<file path="src/rtl/vga_timing_gen.sv">
// VGA timing generator with programmable geometry, sync polarity, pixel-clock
// divider, pause input, line/frame strobes, frame counter and a flag delay line.
//
// Ports:
//   i_clk          pixel/system clock
//   i_reset        synchronous active-high reset
//   i_enable       1 = run, 0 = freeze divider, position and frame counter
//   o_pix_en       high in cycles where the position advances on the next edge
//   o_hpos/o_vpos  current column/line (never delayed)
//   o_display_on   visible-area flag            (delayed by SYNC_DELAY)
//   o_hsync        hsync at H_SYNC_POL          (delayed by SYNC_DELAY)
//   o_vsync        vsync at V_SYNC_POL          (delayed by SYNC_DELAY)
//   o_line_start   one-clk pulse at hpos -> 0   (delayed by SYNC_DELAY)
//   o_frame_start  one-clk pulse at (0,0)       (delayed by SYNC_DELAY)
//   o_frame_cnt    completed frames, wraps modulo 2^FRAME_W
module vga_timing_gen #(
  parameter int unsigned H_DISPLAY  = 640,
  parameter int unsigned H_FRONT    = 16,
  parameter int unsigned H_SYNC     = 96,
  parameter int unsigned H_BACK     = 48,
  parameter int unsigned V_DISPLAY  = 480,
  parameter int unsigned V_FRONT    = 10,
  parameter int unsigned V_SYNC     = 2,
  parameter int unsigned V_BACK     = 33,
  parameter bit          H_SYNC_POL = 1'b0,
  parameter bit          V_SYNC_POL = 1'b0,
  parameter int unsigned CLK_DIV    = 1,
  parameter int unsigned FRAME_W    = 16,
  parameter int unsigned SYNC_DELAY = 0,
  parameter int unsigned COORD_W    = 10
) (
  input  logic               i_clk,
  input  logic               i_reset,
  input  logic               i_enable,
  output logic               o_pix_en,
  output logic [COORD_W-1:0] o_hpos,
  output logic [COORD_W-1:0] o_vpos,
  output logic               o_display_on,
  output logic               o_hsync,
  output logic               o_vsync,
  output logic               o_line_start,
  output logic               o_frame_start,
  output logic [FRAME_W-1:0] o_frame_cnt
);

  localparam int unsigned H_TOTAL = H_DISPLAY + H_FRONT + H_SYNC + H_BACK;
  localparam int unsigned V_TOTAL = V_DISPLAY + V_FRONT + V_SYNC + V_BACK;
  localparam int unsigned DIV_W   = (CLK_DIV > 1) ? $clog2(CLK_DIV) : 1;

  localparam logic [DIV_W-1:0]   DIV_MAX   = DIV_W'(CLK_DIV - 1);
  localparam logic [COORD_W-1:0] H_MAX     = COORD_W'(H_TOTAL - 1);
  localparam logic [COORD_W-1:0] V_MAX     = COORD_W'(V_TOTAL - 1);
  localparam logic [COORD_W-1:0] H_VIS     = COORD_W'(H_DISPLAY);
  localparam logic [COORD_W-1:0] V_VIS     = COORD_W'(V_DISPLAY);
  localparam logic [COORD_W-1:0] H_SYNC_LO = COORD_W'(H_DISPLAY + H_FRONT);
  localparam logic [COORD_W-1:0] H_SYNC_HI = COORD_W'(H_DISPLAY + H_FRONT + H_SYNC);
  localparam logic [COORD_W-1:0] V_SYNC_LO = COORD_W'(V_DISPLAY + V_FRONT);
  localparam logic [COORD_W-1:0] V_SYNC_HI = COORD_W'(V_DISPLAY + V_FRONT + V_SYNC);

  // Flag vector layout: {display_on, hsync, vsync, line_start, frame_start}
  localparam logic [4:0] FLAGS_RST = {1'b0, ~H_SYNC_POL, ~V_SYNC_POL, 2'b00};

  logic [DIV_W-1:0]   r_div_cnt;
  logic [COORD_W-1:0] r_hpos;
  logic [COORD_W-1:0] r_vpos;
  logic [FRAME_W-1:0] r_frame_cnt;
  logic [4:0]         r_flags;

  logic               w_div_wrap;
  logic               w_pix_en;
  logic [COORD_W-1:0] w_next_h;
  logic [COORD_W-1:0] w_next_v;
  logic [4:0]         w_flags_next;
  logic [4:0]         w_flags_out;

  assign w_div_wrap = (r_div_cnt == DIV_MAX);
  assign w_pix_en   = ~i_reset & i_enable & w_div_wrap;

  always_comb begin
    w_next_h = r_hpos + 1'b1;
    w_next_v = r_vpos;
    if (r_hpos == H_MAX) begin
      w_next_h = '0;
      w_next_v = (r_vpos == V_MAX) ? '0 : r_vpos + 1'b1;
    end
  end

  // Flags are derived from the position being entered so they line up with it.
  always_comb begin
    w_flags_next    = FLAGS_RST;
    w_flags_next[4] = (w_next_h < H_VIS) && (w_next_v < V_VIS);
    w_flags_next[3] = ((w_next_h >= H_SYNC_LO) && (w_next_h < H_SYNC_HI)) ?
                      H_SYNC_POL : ~H_SYNC_POL;
    w_flags_next[2] = ((w_next_v >= V_SYNC_LO) && (w_next_v < V_SYNC_HI)) ?
                      V_SYNC_POL : ~V_SYNC_POL;
    w_flags_next[1] = (w_next_h == '0);
    w_flags_next[0] = (w_next_h == '0) && (w_next_v == '0);
  end

  always_ff @(posedge i_clk) begin
    if (i_reset) begin
      r_div_cnt   <= '0;
      r_hpos      <= '0;
      r_vpos      <= '0;
      r_frame_cnt <= '0;
      r_flags     <= FLAGS_RST;
    end else begin
      if (i_enable) begin
        r_div_cnt <= w_div_wrap ? '0 : r_div_cnt + 1'b1;
      end
      if (w_pix_en) begin
        r_hpos  <= w_next_h;
        r_vpos  <= w_next_v;
        r_flags <= w_flags_next;
        if (w_flags_next[0]) begin
          r_frame_cnt <= r_frame_cnt + 1'b1;
        end
      end else begin
        // Strobes last exactly one clk even when pixels span several clks.
        r_flags[1:0] <= 2'b00;
      end
    end
  end

  if (SYNC_DELAY == 0) begin : g_no_dly
    assign w_flags_out = r_flags;
  end else begin : g_dly
    logic [4:0] r_dly [SYNC_DELAY];

    always_ff @(posedge i_clk) begin
      if (i_reset) begin
        for (int i = 0; i < int'(SYNC_DELAY); i++) begin
          r_dly[i] <= FLAGS_RST;
        end
      end else begin
        r_dly[0] <= r_flags;
        for (int i = 1; i < int'(SYNC_DELAY); i++) begin
          r_dly[i] <= r_dly[i-1];
        end
      end
    end

    assign w_flags_out = r_dly[SYNC_DELAY-1];
  end

  assign o_pix_en      = w_pix_en;
  assign o_hpos        = r_hpos;
  assign o_vpos        = r_vpos;
  assign o_frame_cnt   = r_frame_cnt;
  assign o_display_on  = w_flags_out[4];
  assign o_hsync       = w_flags_out[3];
  assign o_vsync       = w_flags_out[2];
  assign o_line_start  = w_flags_out[1];
  assign o_frame_start = w_flags_out[0];

endmodule
</file>
<file path="config.mk">
export PLATFORM = sky130hd
export DESIGN_NAME = vga_timing_gen
export DESIGN_NICKNAME = d
export VERILOG_FILES = /design/src/rtl/vga_timing_gen.sv
export SDC_FILE = /design/constraint.sdc
export NUM_CORES = 1
export LEC_CHECK = 0
export ABC_AREA = 1
export CORE_MARGIN = 8
export CORE_UTILIZATION = 54
export DETAILED_ROUTE_END_ITERATION = 8
export PLACE_DENSITY = 0.81
export SKIP_LAST_GASP = 1
export SLEW_MARGIN = 20
export SYNTH_ARGS = -nofsm -noshare
export SYNTH_HDL_FRONTEND = slang
export SYNTH_SLANG_ARGS = --single-unit
</file>
<file path="constraint.sdc">
create_clock -name i_clk -period 3 [get_ports i_clk]
set_input_delay 0.45 -clock i_clk [delete_from_list [all_inputs] [get_ports i_clk]]
set_output_delay 0.45 -clock i_clk [all_outputs]
set_load 0.03 [all_outputs]
</file>
==> flow_summary_export.csv, run 1 <==
group,metric,value,unit
die,fp.dieW,87.74,um
logic_synthesis,synth.cell_area,2779,um2
die,coreArea,5042,um2
setup_path,critPathMaxFanout,13,
pwr,max-vdd-ir-drop,202.2,uV
placed_design,post-dp-hpwl,5619,um
setup_path,startpoint_type,"register",
logic_synthesis,ys_types,31,
final_layout,final_common_cell,"nand2_1",
final_layout,diodes,0,
setup_path,cpMostUsedCell,"nand2_1",
logic_synthesis,synth-edff-count,0,
setup_path,crit_buf_inv,2,
clock_network,cts_root_buf,"clkbuf_8",
die,start_util,55.11,%
logic_synthesis,yosys.area_share.simple,41.51,%
pwr,seq_power_share,47.7,%
grt,grt_max_degree,26,
logic_synthesis,synth_top_family_by_area,"simple AND/OR/NAND/NOR gates",
timing,hold_viol,0,
die,pin_count,45,
grt,grt.overflow.total,0,
setup_path,required,3.17,ns
pwr,p_sw_share,29.14,%
clock_network,numClockSinks,41,
clock_network,cts_hold_buffers,0,
grt,grt_pass1_wl,12790,um
die,die_area,7697,um2
clock_network,cts_buffers,5,
setup_path,critical-path-top-delay-family,"simple AND/OR/NAND/NOR gates",
clock_network,clockBufferDepth,2,
logic_synthesis,synthFlopType,"dfxtp_1",
logic_synthesis,synthMuxAreaShare,0,%
grt,grt_pass1_vias,2750,
setup_path,endpoint_kind,"register",
logic_synthesis,syn_inst,439,
timing,fmax,0.3883,GHz
logic_synthesis,ys_warn_count,0,
pwr,switching_power,0.3589,mW
clock_network,cts_setup_buffers,0,
detailed_routing,first_iter_violations,288,
placed_design,place_congestion,0.9066,
final_layout,nets,490,
clock_network,cts-resized-gates,0,
detailed_routing,viasPerCell,5.382,
logic_synthesis,async_reset_ff_share,0,%
timing,fin_crit_sh,85.83,%
timing,fin_crit,2.575,ns
detailed_routing,via_count,2971,
status,outcome,"completed",
timing,finalSetupViolations,0,
pwr,leakage,1.419,nW
logic_synthesis,synth_xor_area_share,5.628,%
die,num_rows,26,
clock_network,insertion_delay,0.30,ns
setup_path,crit_chain,"ha_1 -> nand3_2 -> clkinv_2 -> nand2_1 -> nor2_2 -> nor2_1 -> inv_1 -> nand2_1 -> nor2_1 -> nand2_1 -> nor2_2 -> nand4_2 -> nand2_1 -> a21oi_1",
detailed_routing,drc_errors,0,
setup_path,max_stage_delay,0.51,ns
die,die_height,87.74,um
pwr,power,1.232,mW
pwr,combPwrFrac,16.9,%
logic_synthesis,syn_avg_cell_area,6.330,um2
pwr,p_clk_share,35.4,%
grt,grt_antenna_before_repair,0,
worst_hold_path,hold_class,"register to register",
logic_synthesis,yosys_register_bits,41,
timing,fin_skew,0.005219,ns
timing,rsz0062_at_grt,"false",
setup_path,arrival,2.75,ns
final_layout,drive_gt1_share,7.261,%
clock_network,cts_tree,"built",
pwr,p_int,0.8726,mW
logic_synthesis,synth_fa_ha_area_share,2.251,%
timing,finalMaxSlewViolations,0,
grt,grt_usage,20.56,%
logic_synthesis,ys_seq_area_share,29.54,%
final_layout,areaGrowthSynthToFinish,21.43,%
placed_design,io_buffers,44,
detailed_routing,dr.pass1.iters,4,
logic_synthesis,synth_compound_area_share,10.90,%
detailed_routing,avgRoutedWirePerCell,13.86,um
detailed_routing,routed_wl,7650,um
clock_network,htree_levels,2,
pwr,powerDensity,365.0,nW/um2
flow_run,max_cap_viol_count,0,
final_layout,mostFrequentLayoutCells,"116 x nand2_1, 50 x inv_1, 47 x nor2_1",
detailed_routing,postRouteAntennaNets,0,
setup_path,criticalPathCategory,"register to register",
clock_network,cts.clk_slew.worst_paths,0.08,ns
timing,tns,0,ns
timing,tightestPinTransition,0.4917,ns
timing,max_slew_margin,67.18,%
setup_path,crit_path_top_delay_cell,"dfxtp_1",
logic_synthesis,synthesis.nets,447,
==> cell type report <==
type | count | area [um2]
Multi-Input combinational cell | 329 | 1675
Fill cell | 474 | 1668
Sequential cell | 41 | 820.8
Timing Repair Buffer | 49 | 475.5
Inverter | 56 | 211.5
Tap cell | 70 | 87.58
Clock buffer | 5 | 68.82
Clock inverter | 2 | 35.03
==> power by group through the flow <==
stage / Combinational (mW) / Clock (mW) / Sequential (mW)
4_1_cts: 0.208 / 0.441 / 0.587
6_report: 0.209 / 0.436 / 0.587
5_1_grt: 0.228 / 0.471 / 0.590
3_3_place_gp: 0.204 / 0 / 0.599
2_1_floorplan: 0.114 / 0 / 0.624
3_5_place_dp: 0.207 / 0 / 0.600
==> path summary, 6_finish.rpt <==
path                     to  depth (start not counted)  slack [ns]  startpoint
min              r_flags[4]                          2        0.49  r_flags[4]
max          o_frame_cnt[2]                         14        0.42   o_hpos[0]
max reg2reg  o_frame_cnt[2]                         14        0.42   o_hpos[0]
min reg2reg      r_flags[4]                          2        0.49  r_flags[4]
==> kinds of logic (layout without fill, tap and decap cells) <==
kind of cell | after synthesis | count (layout)
AO/OA/AOI/OAI | 59 | 59
XOR/XNOR | 17 | 17
adder cells (fa/ha/maj) | 5 | 5
buffers and inverters | 69 | 112
flip-flops | 41 | 41
AND/OR/NAND/NOR | 248 | 248
==> worst min-delay path, delay by kind of cell, from the launching register on <==
kind             cells  cell delay (ns)
AND/OR/NAND/NOR      1             0.07
AO/OA/AOI/OAI        1             0.06
flip-flops           1             0.32
==> cell usage after synthesis, drive strengths merged, types with 2 or more instances <==
library cell,n,area (um2)
a21oi,31,155.2
nor3,9,45.04
ha,5,62.56
buf,6,45.04
xnor2,4,35.03
nor2,57,267.8
xor2,13,121.4
o21ai,25,125.1
inv,55,206.5
nand3,36,210.2
nand4,26,168.9
nand2,117,441.7
dfxtp,41,820.8
nor4,2,12.51
clkbuf,7,26.28
==> metrics by stage <==
stage	instance area [um2]	instances	util [%]	hold WS [ns]	worst slack [ns]
2_1_floorplan	2779	439	-	0.5944	0.6288
3_3_place_gp	3271	545	64.86	0.4554	0.5081
3_5_place_dp	3271	545	64.86	0.4800	0.4449
4_1_cts	3374	552	66.92	0.4916	0.4252
5_1_grt	3374	552	66.92	0.5032	0.1607
6_report	3374	552	66.92	0.4921	0.4250
==> routing by layer <==
| metal | vias up | global-route usage [%] | wire (um) |
|---|---|---|---|
| li1 | 1516 | - | - |
| met1 | 1373 | 26.66 | 3454 |
| met2 | 74 | 33.58 | 3658 |
| met3 | 8 | 3.659 | 451 |
| met4 | 0 | 6.250 | 85 |
| met5 | - | 0 | 0 |
==> registers in the layout, indices dropped and copies added (netlist names) <==
name / cells
o_vpos: 10
o_hpos: 10
o_frame_cnt: 16
r_flags: 5
No activity file was read; power rests on OpenSTA's default activity.
==> inputs of run 2 (changes only) <==
--- a/config.mk
+++ b/config.mk
@@ -7,9 +7,9 @@
 export LEC_CHECK = 0
 export ABC_AREA = 1
 export CORE_MARGIN = 8
-export CORE_UTILIZATION = 54
+export CORE_UTILIZATION = 45
 export DETAILED_ROUTE_END_ITERATION = 8
-export PLACE_DENSITY = 0.81
+export PLACE_DENSITY = 0.69
 export SKIP_LAST_GASP = 1
 export SLEW_MARGIN = 20
 export SYNTH_ARGS = -nofsm -noshare
==> run 2 against run 1 <==
Effect of this change: first-iteration DRC count is 35% lower; power is 6.0% lower; critical path depth is 2 lower; register-to-register slack better by 0.03 ns; die area is 16% higher; critical path type unchanged.
==> flow_summary_export.csv, run 2 (synthesis results as in run 1) <==
group,metric,value,unit
setup_path,crit_chain,"ha_1 -> nand3_2 -> clkinv_2 -> nand3_4 -> nand2_1 -> o21ai_0 -> nor2_1 -> nand2_1 -> nor2_2 -> nand4_2 -> nand2_1 -> a21oi_1",
pwr,combPwrFrac,17.8,%
worst_hold_path,holdPathEnd,"r_flags[4]",
grt,top_usage_layer,"met2",
detailed_routing,dr.pass1.iters,5,
pwr,leakage,1.409,nW
detailed_routing,viasPerCell,5.235,
grt,met3_usage,3.571,%
clock_network,numClockSinks,41,
setup_path,cpMostUsedCell,"nand2_1",
final_layout,largest_register_ffs,16,
die,die_area,8946,um2
setup_path,crit_path_top_delay_cell,"dfxtp_1",
setup_path,max_stage_delay,0.52,ns
timing,max_slew_margin,67.36,%
timing,setup_ws,0.4551,ns
pwr,p_clk_share,31.5,%
setup_path,crit_buf_inv,1,
final_layout,diodes,0,
worst_hold_path,hold_class,"register to register",
detailed_routing,drc_errors,0,
clock_network,cts_buffers,5,
setup_path,critical-path-top-delay-family,"simple AND/OR/NAND/NOR gates",
pwr,max-vdd-ir-drop,249.6,uV
pwr,p_sw_share,31.62,%
final_layout,final_util,56.47,%
grt,grt.overflow.total,0,
die,start_util,46.66,%
timing,fin_crit,2.545,ns
placed_design,dp.cells,550,
clock_network,cts_setup_buffers,0,
die,pin_count,45,
timing,fin_crit_sh,84.83,%
grt,grt_pass1_vias,2723,
flow_run,max_cap_viol_count,0,
final_layout,mostFrequentLayoutCells,"116 x nand2_1, 50 x inv_1, 47 x nor2_1",
grt,grt_max_degree,26,
pwr,powerDensity,344.2,nW/um2
die,coreArea,5956,um2
setup_path,criticalPathCategory,"register to register",
detailed_routing,postRouteAntennaNets,0,
clock_network,cts-resized-gates,0,
setup_path,endpoint_kind,"register",
pwr,p_int,0.7914,mW
placed_design,pre_cts_slack,0.5032,ns
clock_network,insertion_delay,0.30,ns
die,die_height,94.59,um
grt,use_met2,28.68,%
timing,fmax,0.3929,GHz
timing,tightestPinTransition,0.4891,ns
setup_path,timing.rr.start,"o_hpos[0]",
clock_network,cts_tree,"built",
clock_network,cts_root_buf,"clkbuf_8",
grt,grt_usage,17.64,%
clock_network,cts_hold_buffers,0,
worst_hold_path,holdPathStages,2,
clock_network,htree_levels,2,
worst_hold_path,hold_start,"r_flags[4]",
clock_network,clockBufferDepth,2,
status,outcome,"completed",
timing,tns,0,ns
final_layout,areaGrowthSynthToFinish,21.03,%
die,num_rows,28,
setup_path,r2r-end,"o_frame_cnt[12]",
timing,finalSetupViolations,0,
die,fp.dieW,94.59,um
detailed_routing,via_count,2921,
setup_path,reg2reg_depth,12,
timing,hold_viol,0,
setup_path,critPathMaxFanout,17,
grt,grt_antenna_before_repair,0,
placed_design,place_congestion,0.8808,
detailed_routing,routed_wl,7567,um
timing,fin_skew,0.008241,ns
detailed_routing,first_iter_violations,188,
pwr,power,1.157,mW
setup_path,startpoint_type,"register",
clock_network,cts.clk_slew.worst_paths,0.09,ns
grt,use_met1,23.01,%
final_layout,final_common_cell,"nand2_1",
setup_path,rrSetupSlack,0.46,ns
pwr,seq_power_share,50.7,%
timing,rsz0062_at_grt,"false",
timing,finalMaxSlewViolations,0,
placed_design,post-dp-hpwl,5668,um
placed_design,io_buffers,44,
setup_path,arrival,2.72,ns
grt,grt_pass1_wl,12850,um
setup_path,required,3.17,ns
final_layout,instances_no_fill,558,
detailed_routing,avgRoutedWirePerCell,13.56,um
pwr,switching_power,0.3661,mW
final_layout,nets,490,
final_layout,drive_gt1_share,7.453,%
run 2: worst reg2reg max path, cell delays in order, from the launching register on:
cell,delay (ns)
dfxtp_1,0.52
ha_1,0.26
nand3_2,0.11
clkinv_2,0.13
nand3_4,0.19
nand2_1,0.13
o21ai_0,0.11
nor2_1,0.14
nand2_1,0.09
nor2_2,0.16
nand4_2,0.32
nand2_1,0.17
a21oi_1,0.08
run 2: metrics by stage:
step                instance area (um2)  hold slack, ns
floorplan                          2779          0.5944
global placement                   3277          0.4532
detailed placement                 3277          0.4596
CTS                                3363          0.4731
global route                       3363          0.4868
finish                             3363          0.4691
run 2: worst max-delay path by stage:
stage,start,endpoint,slack (ns),cells past startpoint
6_report,o_hpos[0],o_frame_cnt[12],0.46,12
5_1_grt,o_hpos[0],o_frame_cnt[5],0.15,12
2_1_floorplan,o_hpos[0],o_frame_cnt[10],0.63,14
3_5_place_dp,o_hpos[0],o_frame_cnt[12],0.50,12
4_1_cts,o_hpos[0],o_frame_cnt[4],0.47,12
3_3_place_gp,o_hpos[0],o_frame_cnt[9],0.55,12
run 2: power by group through the flow:
stage	Combinational [mW]	Sequential [mW]	Clock, mW
after CTS	0.207	0.587	0.371
after detailed placement	0.206	0.600	0
after floorplan	0.114	0.624	0
final	0.206	0.587	0.364
after global routing	0.228	0.592	0.389
after global placement	0.205	0.600	0
run 2: final cells by class:
type / count / area (um2)
multi-input cells: 329 / 1675
repair buffers: 49 / 475.5
fillers: 611 / 2592
well taps: 75 / 93.84
inverters: 56 / 211.5
clock inverters: 3 / 17.52
flip-flops and latches: 41 / 820.8
clock buffers: 5 / 68.82
run 2: layer usage:
| metal | routed length (um) | up-vias | part of all wire [%] |
|---|---|---|---|
| li1 | - | 1510 | - |
| met1 | 3475 | 1312 | 46 |
| met2 | 3449 | 90 | 46 |
| met3 | 547 | 9 | 7.2 |
| met4 | 94 | 0 | 1.2 |
| met5 | 0 | - | 0 |
==> variant, RTL diff (flow settings as in run 1) <==
Register the input `i_enable` before use, cleared by the reset. The logic sees it one clock later.
--- a/src/rtl/vga_timing_gen.sv
+++ b/src/rtl/vga_timing_gen.sv
@@ -60,6 +60,16 @@
   // Flag vector layout: {display_on, hsync, vsync, line_start, frame_start}
   localparam logic [4:0] FLAGS_RST = {1'b0, ~H_SYNC_POL, ~V_SYNC_POL, 2'b00};
 
+  logic i_enable_q;
+
+  always_ff @(posedge i_clk) begin
+    if (i_reset) begin
+      i_enable_q <= '0;
+    end else begin
+      i_enable_q <= i_enable;
+    end
+  end
+
   logic [DIV_W-1:0]   r_div_cnt;
   logic [COORD_W-1:0] r_hpos;
   logic [COORD_W-1:0] r_vpos;
@@ -74,7 +84,7 @@
   logic [4:0]         w_flags_out;
 
   assign w_div_wrap = (r_div_cnt == DIV_MAX);
-  assign w_pix_en   = ~i_reset & i_enable & w_div_wrap;
+  assign w_pix_en   = ~i_reset & i_enable_q & w_div_wrap;
 
   always_comb begin
     w_next_h = r_hpos + 1'b1;
@@ -105,7 +115,7 @@
       r_frame_cnt <= '0;
       r_flags     <= FLAGS_RST;
     end else begin
-      if (i_enable) begin
+      if (i_enable_q) begin
         r_div_cnt <= w_div_wrap ? '0 : r_div_cnt + 1'b1;
       end
       if (w_pix_en) begin
Behaviour: not the same (Yosys sat finds a counterexample within 4 cycles, from zero or initial values and one cycle with i_reset high).
==> variant against run 1 <==
Area after synthesis shrank 3.9%; total power shrank 4.3%; sequential cell count grew 1; worst hold slack lost 0.018 ns; routed wire length shrank 6.9%; non-clock buffer count shrank 1; sequential share of layout area grew 1.8 points; worst setup slack lost 0.11 ns; design area shrank 4.6%.
==> variant: results (changes against run 1) <==
[status]
outcome = finished clean  ; unchanged

[global_route]
met2_usage_pct = 33.3  ; was 33.6%
track_usage_pct = 19.5  ; was 20.6%
grt_pass1_wl_um = 12200  ; was 12,800 um
first_global_vias = 2721  ; was 2,750

[sta]
post-route-period-util_pct = 89.4  ; was 85.8%
worst_slew_pin_slew_ns = 0.503  ; was 0.492 ns
clock_skew_ns = 0.00907  ; was 0.00522 ns
worst_hold_slack_ns = 0.474  ; was 0.492 ns

[power_and_ir_drop]
seq_cell_power_uw = 599  ; was 587 uW
p_total_mw = 1.18  ; was 1.23 mW
vdd_ir_drop_max_mv = 0.204  ; was 0.202 mV
p_leak_nw = 1.28  ; was 1.42 nW

[cts]
cts_sinks = 42  ; was 41

[placement]
place_ws_ns = 0.396  ; was 0.445 ns
dpl_cell_area_um2 = 3130  ; was 3270 um^2
dp_cells = 511  ; was 545

[detailed_routing]
wl_met2_um = 3390  ; was 3660 um
routedWlPerCell_um = 13.7  ; was 13.9 um
met3RoutedLength_um = 487  ; was 451 um
wl_met1_um = 3110  ; was 3450 um
dr_total_vias = 2873  ; was 2,971

[floorplanning]
die_area_um2 = 7450  ; was 7700 um^2

[logic_synthesis]
syn_avg_cell_area_um2 = 6.47  ; was 6.33 um^2
synth_nets = 420  ; was 447
synth_compound_area_share_pct = 12.2  ; was 10.9%
synth_area_leaders = dfxtp_1 (31%), nand2_1 (15%), nand4_1 (6.6%)  ; was dfxtp_1 (30%), nand2_1 (16%), inv_1 (6.8%)

[finish]
n_all_inverters = 47  ; was 56
drive_gt1_share_pct = 5.53  ; was 7.26%
sh_seq_area_pct = 26.1  ; was 24.3%
num-multi-input-gates = 307  ; was 329

[worst_setup_path]
cp_max_fo = 16  ; was 13
r2r_slack_ns = 0.32  ; was 0.42 ns

-- variant: cell count changes after synthesis, sizes merged, moves of 2 or more --
cell    delta
nand3      -2
a211oi     +2
clkinv     +2
nor3       -5
nand4      +2
nor2      -10
o21ai      +2
inv       -11
nand2     -10
buf        +3
xor2       -3
-- variant: how the worst min path moves through the flow --
| stage | depth (start not counted) | start | to |
|---|---|---|---|
| after detailed placement | 2 | r_flags[3]$_SDFFE_PP1P_ | r_flags[3]$_SDFFE_PP1P_ |
| after CTS | 2 | r_flags[3]$_SDFFE_PP1P_ | r_flags[3]$_SDFFE_PP1P_ |
| final | 2 | r_flags[3]$_SDFFE_PP1P_ | r_flags[3]$_SDFFE_PP1P_ |
| after floorplan | 2 | i_enable | i_enable_q$_SDFF_PP0_ |
| after global routing | 2 | r_flags[4]$_SDFFE_PP0P_ | r_flags[4]$_SDFFE_PP0P_ |
| after global placement | 2 | r_flags[3]$_SDFFE_PP1P_ | r_flags[3]$_SDFFE_PP1P_ |
